`src/rtl/axis_row_assembler_if.sv`:
```
// Stream bundle for axis_row_assembler: narrow pixel input (S_AXIS_*) and wide
// row-group output (M_AXIS_*). The slave modport is the assembler's view.
interface axis_row_assembler_if #(
  parameter int DATA_WIDTH   = 16,
  parameter int CONV_UNITS   = 8,
  parameter int KERNEL_H_MAX = 5
);
  localparam int VEC_LEN = CONV_UNITS + KERNEL_H_MAX - 1;

  logic [DATA_WIDTH-1:0] S_AXIS_tdata;
  logic                  S_AXIS_tvalid;
  logic                  S_AXIS_tready;
  logic                  S_AXIS_tlast;
  logic [DATA_WIDTH-1:0] M_AXIS_tdata [VEC_LEN];
  logic                  M_AXIS_tvalid;
  logic                  M_AXIS_tready;
  logic                  M_AXIS_tlast;

  modport slave (
    input  S_AXIS_tdata, S_AXIS_tvalid, S_AXIS_tlast, M_AXIS_tready,
    output S_AXIS_tready, M_AXIS_tdata, M_AXIS_tvalid, M_AXIS_tlast
  );

  modport master (
    output S_AXIS_tdata, S_AXIS_tvalid, S_AXIS_tlast, M_AXIS_tready,
    input  S_AXIS_tready, M_AXIS_tdata, M_AXIS_tvalid, M_AXIS_tlast
  );
endinterface

```
`src/rtl/axis_row_assembler.sv`:
```
// Packs CONV_UNITS+kernel_h_1 consecutive pixels into one wide beat for the shift buffer.
// Optional macro AXIS_ROW_ASSEMBLER_TLAST_CHECK_EN adds the sticky tlast_err output.
module axis_row_assembler #(
  parameter int DATA_WIDTH         = 16,
  parameter int CONV_UNITS         = 8,
  parameter int KERNEL_H_MAX       = 5,
  parameter int CIN_COUNTER_WIDTH  = 5,
  parameter int COLS_COUNTER_WIDTH = 10
) (
  input  logic                              aclk,
  input  logic                              areset,
  input  logic                              start,
  output logic                              done,
  input  logic [$clog2(KERNEL_H_MAX+1)-1:0] kernel_h_1_in,
  input  logic [COLS_COUNTER_WIDTH-1:0]     cols_1,
  input  logic [CIN_COUNTER_WIDTH-1:0]      cin_1,
`ifdef AXIS_ROW_ASSEMBLER_TLAST_CHECK_EN
  output logic                              tlast_err,
`endif
  axis_row_assembler_if.slave               axis
);
  localparam int VEC_LEN = CONV_UNITS + KERNEL_H_MAX - 1;
  localparam int KHW     = $clog2(KERNEL_H_MAX + 1);
  localparam int WCW     = (VEC_LEN > 1) ? $clog2(VEC_LEN) : 1;

  typedef enum logic [1:0] {IDLE, RUN, DRAIN} state_t;

  state_t                        state;
  logic [KHW-1:0]                kh_1;
  logic [COLS_COUNTER_WIDTH-1:0] cols_1_q, col_cnt;
  logic [CIN_COUNTER_WIDTH-1:0]  cin_1_q, cin_cnt;
  logic [WCW-1:0]                word_cnt, r_last;

  logic [DATA_WIDTH-1:0] fill_p0 [VEC_LEN];
  logic                  vld_p0, last_p0;
  logic [DATA_WIDTH-1:0] out_p1 [VEC_LEN];
  logic                  vld_p1, last_p1;

  logic accept, xfer, word_last, group_last, frame_last;

  assign r_last     = WCW'(CONV_UNITS - 1) + WCW'(kh_1);
  // The fill register counts as free in the very cycle it hands off, so input never bubbles.
  assign xfer       = vld_p0 && (!vld_p1 || axis.M_AXIS_tready);
  assign axis.S_AXIS_tready = (state == RUN) && (!vld_p0 || xfer);
  assign accept     = axis.S_AXIS_tvalid && axis.S_AXIS_tready;
  assign word_last  = (word_cnt == r_last);
  assign group_last = (cin_cnt == cin_1_q) && (col_cnt == cols_1_q);
  assign frame_last = word_last && group_last;

  assign axis.M_AXIS_tdata  = out_p1;
  assign axis.M_AXIS_tvalid = vld_p1;
  assign axis.M_AXIS_tlast  = last_p1;

  always_ff @(posedge aclk) begin
    done <= 1'b0;
    if (areset) begin
      state    <= IDLE;
      kh_1     <= '0;
      cols_1_q <= '0;
      cin_1_q  <= '0;
      word_cnt <= '0;
      cin_cnt  <= '0;
      col_cnt  <= '0;
      vld_p0   <= 1'b0;
      last_p0  <= 1'b0;
      vld_p1   <= 1'b0;
      last_p1  <= 1'b0;
`ifdef AXIS_ROW_ASSEMBLER_TLAST_CHECK_EN
      tlast_err <= 1'b0;
`endif
    end else begin
      case (state)
        IDLE: if (start) begin
          kh_1     <= kernel_h_1_in;
          cols_1_q <= cols_1;
          cin_1_q  <= cin_1;
          word_cnt <= '0;
          cin_cnt  <= '0;
          col_cnt  <= '0;
`ifdef AXIS_ROW_ASSEMBLER_TLAST_CHECK_EN
          tlast_err <= 1'b0;
`endif
          state    <= RUN;
        end
        RUN:   if (accept && frame_last) state <= DRAIN;
        DRAIN: if (vld_p1 && axis.M_AXIS_tready && last_p1) begin
          state <= IDLE;
          done  <= 1'b1;
        end
        default: state <= IDLE;
      endcase

      if (accept) begin
        if (word_last) begin
          word_cnt <= '0;
          if (cin_cnt == cin_1_q) begin
            cin_cnt <= '0;
            col_cnt <= group_last ? '0 : col_cnt + 1'b1;
          end else begin
            cin_cnt <= cin_cnt + 1'b1;
          end
        end else begin
          word_cnt <= word_cnt + 1'b1;
        end
      end

      // Stage p0 -> p1: fill register full flag and its end-of-frame marker.
      if (accept && word_last) begin
        vld_p0  <= 1'b1;
        last_p0 <= group_last;
      end else if (xfer) begin
        vld_p0  <= 1'b0;
      end

      if (xfer) begin
        vld_p1  <= 1'b1;
        last_p1 <= last_p0;
      end else if (axis.M_AXIS_tready) begin
        vld_p1  <= 1'b0;
      end

`ifdef AXIS_ROW_ASSEMBLER_TLAST_CHECK_EN
      if (accept && (axis.S_AXIS_tlast != frame_last)) tlast_err <= 1'b1;
`endif
    end
  end

  // Stage p0: slot k of the current group; unused upper slots zeroed on the first word.
  always_ff @(posedge aclk) begin
    if (accept) begin
      fill_p0[word_cnt] <= axis.S_AXIS_tdata;
      if (word_cnt == '0) begin
        for (int i = 0; i < VEC_LEN; i++) begin
          if (WCW'(i) > r_last) fill_p0[i] <= '0;
        end
      end
    end
  end

  // Stage p1: output beat, held while the consumer stalls.
  always_ff @(posedge aclk) begin
    if (areset) begin
      for (int i = 0; i < VEC_LEN; i++) out_p1[i] <= '0;
    end else if (xfer) begin
      out_p1 <= fill_p0;
    end
  end
endmodule

```
`src/flat_wrapper.sv`:
```
// flat-port wrapper written by rule: the top's interface ports become plain ports
module axis_row_assembler_flat 
#(
  parameter int DATA_WIDTH         = 16,
  parameter int CONV_UNITS         = 8,
  parameter int KERNEL_H_MAX       = 5,
  parameter int CIN_COUNTER_WIDTH  = 5,
  parameter int COLS_COUNTER_WIDTH = 10
)
  (aclk, areset, start, done, kernel_h_1_in, cols_1, cin_1, axis_S_AXIS_tdata, axis_S_AXIS_tvalid, axis_S_AXIS_tlast, axis_M_AXIS_tready, axis_S_AXIS_tready, axis_M_AXIS_tdata, axis_M_AXIS_tvalid, axis_M_AXIS_tlast);
  axis_row_assembler_if #(.DATA_WIDTH(DATA_WIDTH), .CONV_UNITS(CONV_UNITS), .KERNEL_H_MAX(KERNEL_H_MAX)) axis_i ();
  input  logic aclk;
  input  logic areset;
  input  logic start;
  output logic done;
  input  logic [$clog2(KERNEL_H_MAX+1)-1:0] kernel_h_1_in;
  input  logic [COLS_COUNTER_WIDTH-1:0] cols_1;
  input  logic [CIN_COUNTER_WIDTH-1:0] cin_1;
  input wire logic [$bits(axis_i.S_AXIS_tdata)-1:0] axis_S_AXIS_tdata;
  input wire logic [$bits(axis_i.S_AXIS_tvalid)-1:0] axis_S_AXIS_tvalid;
  input wire logic [$bits(axis_i.S_AXIS_tlast)-1:0] axis_S_AXIS_tlast;
  input wire logic [$bits(axis_i.M_AXIS_tready)-1:0] axis_M_AXIS_tready;
  output wire logic [$bits(axis_i.S_AXIS_tready)-1:0] axis_S_AXIS_tready;
  output wire logic [$bits(axis_i.M_AXIS_tdata)-1:0] axis_M_AXIS_tdata;
  output wire logic [$bits(axis_i.M_AXIS_tvalid)-1:0] axis_M_AXIS_tvalid;
  output wire logic [$bits(axis_i.M_AXIS_tlast)-1:0] axis_M_AXIS_tlast;
  assign axis_i.S_AXIS_tdata = axis_S_AXIS_tdata;
  assign axis_i.S_AXIS_tvalid = axis_S_AXIS_tvalid;
  assign axis_i.S_AXIS_tlast = axis_S_AXIS_tlast;
  assign axis_i.M_AXIS_tready = axis_M_AXIS_tready;
  assign axis_S_AXIS_tready = axis_i.S_AXIS_tready;
  assign axis_M_AXIS_tdata = {>>{axis_i.M_AXIS_tdata}};
  assign axis_M_AXIS_tvalid = axis_i.M_AXIS_tvalid;
  assign axis_M_AXIS_tlast = axis_i.M_AXIS_tlast;
  axis_row_assembler #(.DATA_WIDTH(DATA_WIDTH), .CONV_UNITS(CONV_UNITS), .KERNEL_H_MAX(KERNEL_H_MAX), .CIN_COUNTER_WIDTH(CIN_COUNTER_WIDTH), .COLS_COUNTER_WIDTH(COLS_COUNTER_WIDTH)) u_core (.aclk(aclk), .areset(areset), .start(start), .done(done), .kernel_h_1_in(kernel_h_1_in), .cols_1(cols_1), .cin_1(cin_1), .axis(axis_i));
endmodule
```
`config.mk`:
```
export PLATFORM = sky130hd
export DESIGN_NAME = axis_row_assembler_flat
export DESIGN_NICKNAME = d
export VERILOG_FILES = /design/src/rtl/axis_row_assembler_if.sv /design/src/rtl/axis_row_assembler.sv /design/src/flat_wrapper.sv
export SDC_FILE = /design/constraint.sdc
export NUM_CORES = 1
export LEC_CHECK = 0
export ABC_AREA = 1
export BUFFER_PORTS_ARGS = -buffer_cell sky130_fd_sc_hd__buf_2
export CAP_MARGIN = 10
export CORE_AREA = 10 10 200 202
export DETAILED_ROUTE_END_ITERATION = 12
export DIE_AREA = 0 0 210 212
export PLACE_DENSITY = 0.73
export SLEW_MARGIN = 20
export SYNTH_ARGS = -nofsm -noshare
export SYNTH_HDL_FRONTEND = slang
export SYNTH_SLANG_ARGS = --single-unit
```
`constraint.sdc`:
```
create_clock -name aclk -period 6.26 [get_ports aclk]
set_input_delay 1.565 -clock aclk [delete_from_list [all_inputs] [get_ports aclk]]
set_output_delay 1.565 -clock aclk [all_outputs]
set_load 0.05 [all_outputs]
```
**Word level (Yosys, flattened, before mapping)**

Index checks and enable logic that the tools add are counted.

- Bitwise operators: 2
- Order comparisons: 14
- Equal/unequal tests: 8
- Muxes and demuxes: 40
- Reductions and logical operators: 24
- Add/subtract/negate cells: 4

Operators with widths:

| cell | count |
|---|---|
| $mux W16 | 13 |
| $bwmux W192 | 1 |
| $mux W192 | 1 |
| $demux W16 S4 | 1 |
| $mux W10 | 6 |
| $mux W5 | 5 |
| $gt A3 B4 Y1 const A | 4 |
| $gt A4 B4 Y1 const A | 4 |
| $mux W4 | 4 |
| $add A10 B1 Y10 const B | 1 |
| $eq A10 B10 Y1 | 1 |
| $logic_and A1 B1 Y1 | 10 |
| $gt A1 B4 Y1 const A | 2 |
| $gt A2 B4 Y1 const A | 2 |
| $reduce_bool A2 Y1 | 4 |
| $mux W2 | 3 |
| $pmux W2 S3 | 1 |
| $add A5 B1 Y5 const B | 1 |
| $eq A5 B5 Y1 | 1 |
| $ge A5 B5 Y1 const B | 1 |
| $lt A5 B1 Y1 const B | 1 |
| $mux W1 | 5 |
| $not A4 Y5 | 1 |
| $add A3 B3 Y4 const A | 1 |
| other kinds (14) | 18 |

- Flip-flop bits (word level): 428

**Depth between registers and ports, before layout**

Gate-level depths: netlist of the first run.

- Depth in word-level cells: 9
- Depth in mapped cells: 13

**Least setup slack after synthesis of the first run**

OpenSTA, ideal clock, no wires.

- Path type: in2reg
- From: input port axis_M_AXIS_tready
- To: register u_core.cin_cnt[1]
- Setup slack: -0.413 ns
- Path buffers: 0
- Arrival time: 6.602 ns
- Data required time: 6.190 ns
- Cell stages on the path: 10
- Library setup time: 0.070 ns
- Path through: inv_1 nand3_1 nand2_1 inv_1 nand2_1 inv_1 nand2_1 nor2_1 nand2_1 a21oi_1

- Word-level cells in the longest chain between the ends: 6

Ends and longest elaborated chain:

| what | RTL line | text |
|---|---|---|
| start, declared | flat_wrapper.sv:22 | `input wire logic [$bits(axis_i.M_AXIS_tready)-1:0] axis_M_AXIS_tready;` |
| $logic_or A1 B1 Y1 | axis_row_assembler.sv:43 | `assign xfer = vld_p0 && (!vld_p1 \|\| axis.M_AXIS_tready);` |
| $logic_and A1 B1 Y1 | axis_row_assembler.sv:43 |  |
| $logic_or A1 B1 Y1 | axis_row_assembler.sv:44 | `assign axis.S_AXIS_tready = (state == RUN) && (!vld_p0 \|\| xfer);` |
| $logic_and A1 B1 Y1 | axis_row_assembler.sv:44 |  |
| net axis_S_AXIS_tready | flat_wrapper.sv:23 | `output wire logic [$bits(axis_i.S_AXIS_tready)-1:0] axis_S_AXIS_tready;` |
| $logic_and A1 B1 Y1 | axis_row_assembler.sv:45 | `assign accept = axis.S_AXIS_tvalid && axis.S_AXIS_tready;` |
| $mux W5 | axis_row_assembler.sv:93 | `if (accept) begin` |
| end signal, assigned | axis_row_assembler.sv:100 | `cin_cnt <= cin_cnt + 1'b1;` |
| end, declared | axis_row_assembler.sv:31 | `logic [CIN_COUNTER_WIDTH-1:0] cin_1_q, cin_cnt;` |

The timed path passes the listed nets, and every way through them passes these cells.
A chain may end at the register's enable or synchronous reset.

**Worst setup path in the final report of the first run**

- From: input port axis_M_AXIS_tready
- To: output port axis_S_AXIS_tready

- Word-level cells in the longest chain between the ends: 4

Ends and longest elaborated chain:

| what | RTL line |
|---|---|
| $logic_or A1 B1 Y1 | axis_row_assembler.sv:43 |
| $logic_and A1 B1 Y1 | axis_row_assembler.sv:43 |
| $logic_or A1 B1 Y1 | axis_row_assembler.sv:44 |
| $logic_and A1 B1 Y1 | axis_row_assembler.sv:44 |
| end, declared | flat_wrapper.sv:23 |

No other way between the ends.

==> flow_metrics.py, run 1 <==
metrics = {
    "floorplanning": {
        "die_h_um": 212,
        "die_area_um2": 44500,
        "start_util": 0.492,
        "row_count": 70,
        "core_area_um2": 36100,
        "die_x_um": 210,
        "pin_count": 236,
    },
    "layout": {
        "drive_gt1_frac": 0.149,
        "fillCellCount": 3174,
        "area_growth_pct": 16.4,
        "layout.nets": 2288,
        "fin_util": 0.572,
        "design_area_um2": 20700,
        "final_common_cell": "nor2_1",
        "final_cell_mix": "nor2_1, nand2_1, o21ai_0, dfxtp_1, buf_2",
    },
    "yosys": {
        "synth_edf_count": 192,
        "ys_types": 27,
        "yosys_warnings": 0,
        "synth_nets": 2129,
        "syn_avg_cell_area_um2": 8.53,
        "synth_ff_type": "dfxtp_1",
        "synth.ff_latch_count": 428,
        "synth_area_leader_cell": "edfxtp_1",
        "syn_area_um2": 17700,
        "synth_top_area_frac": 0.325,
        "synthCells": 2080,
        "synth_area_leaders": "edfxtp_1, dfxtp_1, o21ai_0",
        "synthArstFlopShare": 0,
        "ys_seq_area_frac": 0.591,
    },
    "setup_path": {
        "critPathLaunch": "axis_M_AXIS_tready",
        "r2r_cells": 8,
        "reg2reg_to": "u_core.fill_p0[134]",
        "path_max_fanout": 2,
        "r2r_start": "u_core.word_cnt[3]",
        "crit_path_end_kind": "output port",
        "crit_family": "buffers and inverters",
        "critPathKind": "in -> out",
        "path_buf_inv": 4,
        "slowest_delay_ps": 280,
        "rrSetupSlack_ps": 3160,
        "crit_chain": "buf_2 > inv_1 > nand3_1 > nand2_1 > inv_1 > buf_2",
        "cp.depth": 6,
        "worstPathRequired_ps": 4700,
        "start_kind": "primary input",
        "cp_slowest_cell": "buf_2",
        "arrival_ps": 2180,
        "crit_end": "axis_S_AXIS_tready",
    },
    "place": {
        "dp_hpwl_um": 32300,
        "portBuffers": 234,
        "gp_congestion": 0.877,
        "dpl_cell_area_um2": 19100,
        "pre_cts_slack_ps": 2110,
    },
    "routing": {
        "drc": 0,
        "wl_um": 51200,
        "drtIter0Drc": 1269,
        "antenna_left": 0,
        "avgViaCountPerCell": 5.37,
        "num_vias": 14758,
        "wl_per_cell_um": 18.6,
        "firstDrtPassIters": 5,
    },
    "sta": {
        "hold_viol": 0,
        "worst_slack_ps": 2520,
        "maxSlewHeadroom": 0.319,
        "post-route-period-util": 0.598,
        "max_freq_mhz": 267,
        "period_minus_slack_ps": 3740,
        "tightest_slew_ps": 1020,
        "rsz0062_at_grt": "no",
        "setup_tns_ps": 0,
        "setup_viol": 0,
        "fin_worst_skew_ps": 14.8,
        "drv_slew": 0,
        "hold_ws_ps": 464,
    },
    "grt": {
        "grt_pass1_wl_um": 78700,
        "antenna_found_initial": 4,
        "grt_pass1_vias": 13901,
        "grt_start_max_net_pins": 142,
        "grt_usage": 0.221,
        "grt_overflow": 0,
    },
    "clock_tree": {
        "htree_levels": 2,
        "cts_setup_buffers": 0,
        "worstSkewPairLatency_ps": 580,
        "cts.path.max_buffers": 3,
        "path_clk_slew_ps": 60,
        "clock_sinks": 428,
        "ctsHoldBuffers": 0,
        "numCtsBuffers": 45,
        "post_cts_resized": 0,
        "cts_tree": "done",
        "clock-root-buffer": "clkbuf_16",
    },
    "power": {
        "power.density_nw_per_um2": 304,
        "p_leak_uw": 0.00904,
        "ir_worst_vdd_mv": 0.233,
    },
    "run_status": {
        "status": "complete, no violations",
    },
    "job": {
        "drv_cap": 0,
    },
    "worst_hold_path": {
        "hold_class": "reg -> reg",
    },
}
[cell families (layout without fill, tap and decap cells)]
kind of cell / after synthesis / count (layout) / share of synthesized area
adders and majority gates: 9 / 9 / 0.00635
DFF: 428 / 428 / 0.591
AOI/OAI and AO/OA: 466 / 466 / 0.133
and+or+nand+nor: 867 / 867 / 0.197
other: 0 / 2 / 0
buffers and inverters: 296 / 492 / 0.0652
xor gates and xnor gates: 14 / 14 / 0.00691
[power by group]
| group | total (µW) | internal (µW) | switching [µW] |
|---|---|---|---|
| Clock | 2760 | 1660 | 1110 |
| Combinational | 445 | 117 | 328 |
| Sequential | 3060 | 3020 | 35.8 |
[metal layers]
metal / track usage / part of all wire / vias up
met5: 0 / 0 / -
met4: 0.0824 / 0.030 / 0
met3: 0.0527 / 0.086 / 87
met2: 0.363 / 0.48 / 572
met1: 0.279 / 0.40 / 6928
li1: - / - / 7171
[worst min path at each step]
stage / from / endpoint / cells after the start
after global routing: u_core.axis.M_AXIS_tdata[123] / u_core.axis.M_AXIS_tdata[123] / 2
after floorplan: u_core.last_p0 / u_core.last_p0 / 2
after detailed placement: u_core.last_p0 / u_core.last_p0 / 2
after global placement: u_core.last_p0 / u_core.last_p0 / 2
after CTS: u_core.last_p0 / u_core.last_p0 / 2
final: u_core.last_p0 / u_core.last_p0 / 2
[through the flow]
step                      power [µW]  cells
after floorplan                 3410   2080
after global placement          3540   2660
after detailed placement        3560   2660
after CTS                       6300   2744
after global routing            6480   2746
final                           6270   2746
[state kept, by name, indices dropped and copies added, names as in the netlist, 2 cells and up, named ones only]
signal                    flops
u_core.cin_cnt                5
u_core.col_cnt               10
u_core.state                  2
u_core.word_cnt               4
u_core.axis.M_AXIS_tdata    192
u_core.fill_p0              176
u_core.cin_1_q                5
u_core.cols_1_q              10
u_core.kh_1                   3
[layout make-up]
type / instances / area, µm² / area share
well taps: 468 / 586 / 0.0284
flip-flops and latches: 428 / 10500 / 0.508
inverters: 163 / 623 / 0.0302
multi-input cells: 1356 / 6120 / 0.296
diodes: 2 / 5.00 / 0.000242
clock inverters: 23 / 213 / 0.0103
clock buffers: 61 / 1330 / 0.0645
repair buffers: 245 / 1280 / 0.0619
[Yosys cell counts (3+ instances only)]
library cell and count:
a21oi_1 129, buf_1 4, buf_2 22, buf_4 5, clkbuf_1 102, dfxtp_1 236, edfxtp_1 192, ha_1 9
inv_1 159, nand2_1 356, nand3_1 51, nand4_1 53, nor2_1 396, nor2_2 3, o21ai_0 330, o21ai_1 5
xnor2_1 6, xor2_1 8
[worst register-to-register path, stage by stage, from the launching register on]
cell,delay (ps)
dfxtp_4,540
nor2_4,470
nand2_2,180
nor2_1,200
inv_1,360
nor2_2,240
inv_2,290
nor2_4,450
a21oi_1,100
(Power assumes the default switching activity.)
==> run 2, diff against run 1 <==
Settings changed: ABC_AREA 1 to 0, CORE_AREA 10 10 200 202 to 10 10 197 199, DIE_AREA 0 0 210 212 to 0 0 207 209.
Clock period 6.26 ns to 3 ns, I/O delays scaled along.
==> flow_metrics.py, run 2 <==
metrics = {
    "layout": {
        "final_common_cell": "nand2_1",
        "stdcell_count": 2562,
        "num_antenna_cells": 0,
        "drive_gt1_frac": 0.170,
        "layout.nets": 2116,
        "final_cell_mix": "nand2_1, a21oi_1, dfxtp_1, buf_2, edfxtp_1",
        "design_area_um2": 20200,
        "largest_register_ffs": 192,
        "area_growth_pct": 17.7,
    },
    "yosys": {
        "syn_avg_cell_area_um2": 9.03,
        "synthArstFlopShare": 0,
        "synth_nets": 1949,
        "synth_ff_type": "dfxtp_1",
        "synth_commonest_cells": "nand2_1, a21oi_1, dfxtp_1",
        "synthCells": 1900,
        "synth.ff_latch_count": 428,
        "yosys_warnings": 0,
        "synth_edf_count": 192,
        "synth_area_leaders": "edfxtp_1, dfxtp_1, nand2_1",
        "synth_most_common_cell": "nand2_1",
        "synth_area_leader_cell": "edfxtp_1",
        "syn_area_um2": 17200,
        "ys_types": 45,
        "synth_top_area_frac": 0.336,
        "ys_seq_area_frac": 0.611,
    },
    "sta": {
        "fin_worst_skew_ps": 13.2,
        "post-route-period-util": 0.915,
        "max_freq_mhz": 364,
        "drv_slew": 0,
        "maxSlewHeadroom": 0.457,
        "tightest_slew_ps": 812,
        "hold_viol": 0,
        "rsz0062_at_grt": "no",
        "setup_viol": 0,
        "period_minus_slack_ps": 2740,
    },
    "setup_path": {
        "arrival_ps": 3160,
        "path_buf_inv": 1,
        "path_max_fanout": 9,
        "crit_chain": "inv_1 > ha_1 > xor2_1 > a211o_1 > a21oi_1 > a21oi_1 > a221o_1",
        "critPathKind": "reg -> reg",
        "crit_top_cell": "a21oi_1",
        "slowest_delay_ps": 550,
        "worstPathRequired_ps": 3410,
        "crit_family": "compound AO/OA/AOI/OAI gates",
        "crit_path_end_kind": "flop",
        "cp_slowest_cell": "dfxtp_1",
        "start_kind": "flop",
    },
    "run_status": {
        "status": "complete, no violations",
    },
    "routing": {
        "drtIter0Drc": 1263,
        "firstDrtPassIters": 5,
        "drc": 0,
        "wl_per_cell_um": 19.1,
        "num_vias": 13975,
        "avgViaCountPerCell": 5.45,
        "antenna_left": 0,
        "wl_um": 49000,
    },
    "floorplanning": {
        "pin_count": 236,
        "die_x_um": 207,
        "row_count": 69,
        "die_area_um2": 43300,
        "start_util": 0.490,
        "die_h_um": 209,
        "core_area_um2": 35100,
    },
    "worst_hold_path": {
        "hold_class": "reg -> reg",
    },
    "clock_tree": {
        "htree_levels": 2,
        "numCtsBuffers": 43,
        "clock-root-buffer": "clkbuf_16",
        "clock_sinks": 428,
        "cts_tree": "done",
        "cts_setup_buffers": 0,
        "path_clk_slew_ps": 70,
        "worstSkewPairLatency_ps": 530,
        "cts.path.max_buffers": 3,
        "ctsHoldBuffers": 0,
        "post_cts_resized": 0,
    },
    "grt": {
        "grt_overflow": 0,
        "grt_pass1_wl_um": 76100,
        "grt_start_max_net_pins": 117,
        "grt_usage": 0.216,
        "antenna_found_initial": 2,
        "grt_pass1_vias": 13530,
    },
    "power": {
        "p_leak_uw": 0.00762,
        "ir_worst_vdd_mv": 0.384,
        "power.density_nw_per_um2": 622,
    },
    "job": {
        "drv_cap": 0,
    },
    "place": {
        "dp_hpwl_um": 31300,
        "gp_congestion": 0.814,
        "portBuffers": 234,
        "placed_cells": 2483,
        "dpl_cell_area_um2": 18700,
    },
}
-- run 2: worst register-to-register path, cell delays in order, from the launching register on --
cell	delay, ps
dfxtp_1	550
inv_1	130
ha_1	290
xor2_1	180
a211o_1	280
a21oi_1	500
a21oi_1	290
a221o_1	410
-- run 2: worst paths after layout --
kind	from	end	slack (ps)	cells past startpoint
setup / recovery	u_core.kh_1[0]	u_core.col_cnt[3]	260	7
hold / removal	u_core.axis.M_AXIS_tdata[67]	u_core.axis.M_AXIS_tdata[67]	450	2
setup reg to reg	u_core.kh_1[0]	u_core.col_cnt[3]	260	7
hold reg to reg	u_core.axis.M_AXIS_tdata[67]	u_core.axis.M_AXIS_tdata[67]	450	2
-- run 2: final cells by class --
class,instances,area [µm²]
Multi-Input combinational cell,1326,6150
Fill cell,3183,14900
Inverter,6,26.3
Timing Repair Buffer,262,1500
Clock inverter,27,294
Tap cell,461,577
Sequential cell,428,10500
Clock buffer,52,1160
-- run 2: stage by stage --
step           hold slack [ps]  utilization  power [µW]  TNS (ps)  worst slack [ps]
2_1_floorplan              432            -        6880   -234750             -1370
3_5_place_dp               443        0.535        7140         0               308
6_report                   450        0.576       12600         0               256
3_3_place_gp               440        0.535        7110         0               381
5_1_grt                    452        0.576       12900         0               119
4_1_cts                    440        0.576       12600         0               287
-- run 2: logic make-up after synthesis --
family,count (synthesis),share of synthesized area
buffers and inverters,146,0.0326
AO/OA/AOI/OAI,411,0.125
adder cells (fa/ha/maj),9,0.00656
XOR/XNOR,19,0.00969
AND/OR/NAND/NOR,870,0.204
flip-flops,428,0.611
multiplexers,17,0.0112
-- run 2: where the power goes --
part | leakage, µW | switching, µW | internal [µW]
Clock | 0.000712 | 2240 | 3290
Sequential | 0.00370 | 76.2 | 6270
Combinational | 0.00320 | 479 | 196
Total | 0.00762 | 2800 | 9760
-- run 2: layer usage --
layer / global-route usage / vias up / share of wire / wire length [µm]
met2: 0.368 / 521 / 0.49 / 24100
met4: 0.0692 / 0 / 0.025 / 1230
met3: 0.0391 / 83 / 0.071 / 3470
met5: 0 / - / 0 / 0
li1: - / 6704 / - / -
met1: 0.273 / 6667 / 0.41 / 20200
